`src/rtl/sudoku_pkg.sv`:
```
// Shared sudoku checker definitions: grid geometry, FSM states and the BCD digit decoder.
package sudoku_pkg;
  localparam int WIDTH = 9;
  localparam int N     = 3;
  localparam int CELLS = WIDTH * WIDTH;

  typedef enum logic [1:0] {IDLE, CHECK, REPORT} checker_state_t;

  // Digits 1..9 map to bit d-1; blank (0) and illegal codes (10..15) give no bit.
  function automatic logic [WIDTH-1:0] bcd_to_onehot(input logic [3:0] d);
    logic [WIDTH-1:0] oh;
    oh = '0;
    for (int i = 0; i < WIDTH; i++) oh[i] = (d == 4'(i + 1));
    return oh;
  endfunction
endpackage

```
`src/rtl/sudoku_seen_tracker.sv`:
```
// One 9x9 array of seen-digit masks (per row, column or sector); combinational hit lookup,
// single-cycle OR-in update, synchronous clear of the whole array.
module sudoku_seen_tracker
  import sudoku_pkg::*;
(
  input  logic             clk,
  input  logic             rst_L,
  input  logic [3:0]       i_idx,
  input  logic [WIDTH-1:0] i_onehot,
  input  logic             i_wr,
  input  logic             i_clr,
  output logic             o_hit
);
  logic [WIDTH-1:0] r_mask [WIDTH];

  always_comb begin
    o_hit = 1'b0;
    for (int i = 0; i < WIDTH; i++)
      if (i_idx == 4'(i)) o_hit = |(r_mask[i] & i_onehot);
  end

  always_ff @(posedge clk or negedge rst_L) begin
    if (!rst_L) begin
      for (int i = 0; i < WIDTH; i++) r_mask[i] <= '0;
    end else if (i_clr) begin
      for (int i = 0; i < WIDTH; i++) r_mask[i] <= '0;
    end else if (i_wr) begin
      for (int i = 0; i < WIDTH; i++)
        if (i_idx == 4'(i)) r_mask[i] <= r_mask[i] | i_onehot;
    end
  end
endmodule

```
`config.mk`:
```
export PLATFORM = sky130hd
export DESIGN_NAME = sudoku_seen_tracker
export DESIGN_NICKNAME = d
export VERILOG_FILES = /design/src/rtl/sudoku_pkg.sv /design/src/rtl/sudoku_seen_tracker.sv
export SDC_FILE = /design/constraint.sdc
export NUM_CORES = 1
export LEC_CHECK = 0
export CORE_MARGIN = 1
export CORE_UTILIZATION = 62
export DETAILED_ROUTE_END_ITERATION = 8
export PLACE_DENSITY = 0.82
export SYNTH_ARGS = -nofsm -noshare
export SYNTH_HDL_FRONTEND = slang
export SYNTH_SLANG_ARGS = --single-unit
```
`constraint.sdc`:
```
create_clock -name clk -period 3.7 [get_ports clk]
set_input_delay 0.555 -clock clk [delete_from_list [all_inputs] [get_ports clk]]
set_output_delay 0.555 -clock clk [all_outputs]
set_load 0.005 [all_outputs]
```
==> results by group <==
Clock tree
  • # hold bufs at CTS: 0
  • H-Tree Depth: 3
  • Clock Sinks: 81
  • Clock buffer depth: 2
  • TritonCTS buffer count: 9
  • Clock root buffer: clkbuf_8
  • Post-CTS setup repair buffer count: 0
  • CTS tree: yes
  • Clock Latency Late Sink: 0.35 ns
  • Clk slew on worst S/H paths: 0.08 ns
  • Post-CTS resize count: 0

Cells and area
  • Multi-input combinational cell area: 1300 um2
  • Final net count: 386
  • Fraction of layout cells with a size suffix above 1: 11.5%
  • Commonest cells after routing, fill and taps aside: nor2_1 (86), a21oi_1 (82), dfrtp_1 (81)
  • Synth-to-layout area growth: 11.1%
  • Max reg flops: 81
  • Design Area, Final: 3920 um2
  • FF+latch area: 2030 um2
  • Commonest non-fill, non-tap cell in the layout: nor2_1
  • Layout fillers: 425
  • Reg with most FFs: r_mask
  • Number of diodes: 0
  • Fin util: 71.1%
  • Top flop regs: r_mask (81)

Synthesis
  • Compound-Gate Fraction of Synth Area: 22.4%
  • Post-Syn Instances: 356
  • Largest family of logic cells by synthesized area: compound AO/OA/AOI/OAI gates
  • Mux contribution to synthesized area: 0%
  • Synthesized area per cell: 9.90 um2
  • Prevailing post-synth register cell: dfrtp_1
  • Area share of fa/ha/maj cells after synthesis: 0%
  • Syn nets: 373
  • Synthesized area: 3520 um2
  • Sequential fraction of the synthesis area: 57.5%
  • Post-Synth Simple-Gate Area: 14.4%
  • Post-synth EDFFs: 0
  • Synthesis-stage register bit count: 81
  • Unique masters post-synth: 33
  • Synth Area in XOR/XNOR: 0%
  • Ys async rst share: 100%
  • Yosys warns: 0

Timing
  • # setup viols final: 0
  • Final Max Tran Viols: 0
  • Final Cycle Share: 93.0%
  • Final hold violations: 0
  • Fmax: 291 MHz
  • Skew final: 0 ns
  • Accumulated negative setup slack: 0 ns
  • Final min period: 3.44 ns
  • Unrepaired setup endpoints after global routing: no
  • Slew @ Worst Pin: 0.975 ns
  • Final hold slack: 0.360 ns
  • Max_slew headroom: 35.0%

Floorplanning
  • Rows: 27
  • Initial Utilization: 64.0%
  • Die X: 77.4 um
  • Io pins: 18
  • Die Ht: 77.4 um
  • Core box area: 5510 um2
  • Die Area: 5990 um2

Drt
  • First-pass DRT Iterations: 5
  • Overall via count from detail_route: 2,827
  • Final ANT Viol Nets: 0
  • Vias per std cell: 6.34
  • Routed len/inst: 18.4 um
  • DRC: 0
  • DRT Wirelength: 8210 um
  • DR iter-0 viols: 285

Placement
  • DP Wirelength: 5390 um
  • Port Buf Inserts: 17
  • Cell area after placement: 3720 um2
  • RePlAce Congestion: 0.929

Worst setup path
  • Startpoint types: primary input
  • Reg-to-Reg Start: r_mask[58]
  • WP data required: 3.14 ns
  • Crit path kind: in2out
  • CP Max Fanout: 15
  • Critical path arrival: 2.88 ns
  • Worst reg-to-reg setup slack: 2.94 ns
  • Cells on worst reg2reg path: 2
  • R2R Path End: r_mask[58]
  • Crit. End Element: output port

Power
  • Peak supply drop: 0.318 mV
  • Final Power: 1.65 mW
  • PwrDens: 422 nW/um2
  • Leak: 1.76 nW

Global route
  • Largest net degree at the start of global routing: 82
  • Global Route met2 Usage: 44.9%
  • Gr ovfl total: 0
  • First-pass GRT wire length: 13,300 um
  • GR Util met3: 5.65%
  • Number of global-route vias before repair: 2,641
  • Met1 global-route usage: 41.7%
  • Initial antenna violation count: 0
  • Overall Global Routing Usage: 29.9%
  • GRT busiest layer: met2

Job
  • MaxCap Viol Count: 0

Run status
  • Status: completed

Min path
  • Worst hold path type: in2async
area by class of cell:
type,instances,area share (%)
Clock inverter,4,0.671
Clock buffer,12,4.22
Tap cell,72,2.30
Timing Repair Buffer,33,7.86
Sequential cell,81,51.8
Multi-Input combinational cell,244,33.2
logic make-up (layout without fill, tap and decap cells):
| logic type | count (synthesis) | count (layout) |
|---|---|---|
| and+or+nand+nor | 117 | 117 |
| DFF | 81 | 81 |
| AOI/OAI and AO/OA | 127 | 127 |
| buffers and inverters | 31 | 49 |
worst max-delay path: stages:
cell	delay, ns
clkdlybuf4s50_1	0.73
a22o_1	0.35
a221oi_1	0.32
nand4_1	0.13
a31oi_1	0.24
a211oi_2	0.10
clkdlybuf4s50_1	0.45
routing by layer:
metal	part of all wire, %	up-vias
li1	-	1290
met1	43	1387
met2	47	129
met3	7.5	21
met4	2.7	0
met5	0	-
through the flow:
step | worst slack [ns] | instances
2_1_floorplan | 1.54 | 356
3_3_place_gp | 0.303 | 430
3_5_place_dp | 0.295 | 430
4_1_cts | 0.283 | 446
5_1_grt | 0.159 | 446
6_report | 0.260 | 446
cells in the mapped netlist, types with 4 or more instances:
| cell | number | area share, % |
|---|---|---|
| dfrtp_1 | 81 | 58 |
| nand4_1 | 5 | 0.89 |
| nor2_2 | 4 | 0.71 |
| clkbuf_1 | 10 | 1.1 |
| a222oi_1 | 6 | 1.7 |
| a22oi_1 | 13 | 2.8 |
| buf_2 | 12 | 1.7 |
| a221oi_1 | 7 | 1.7 |
| a21oi_1 | 82 | 12 |
| nand2_1 | 9 | 0.96 |
| buf_6 | 7 | 2.2 |
| a22o_1 | 9 | 2.2 |
| nor2_1 | 86 | 9.2 |
how the worst max path moves through the flow:
stage	startpoint	endpoint	slack, ns	cells past startpoint
3_3_place_gp	i_idx[0]	o_hit	0.30	7
2_1_floorplan	i_idx[1]	o_hit	1.54	6
5_1_grt	i_onehot[3]	o_hit	0.16	7
3_5_place_dp	i_onehot[3]	o_hit	0.30	7
6_report	i_onehot[3]	o_hit	0.26	7
4_1_cts	i_onehot[3]	o_hit	0.28	7
report_power, final:
part	internal (mW)	total [mW]	switching, mW
clock network	0.297	0.607	0.309
logic	0.0516	0.146	0.0944
registers	0.895	0.902	0.00646
total	1.24	1.65	0.410
Power figures use the tool's default switching activity.
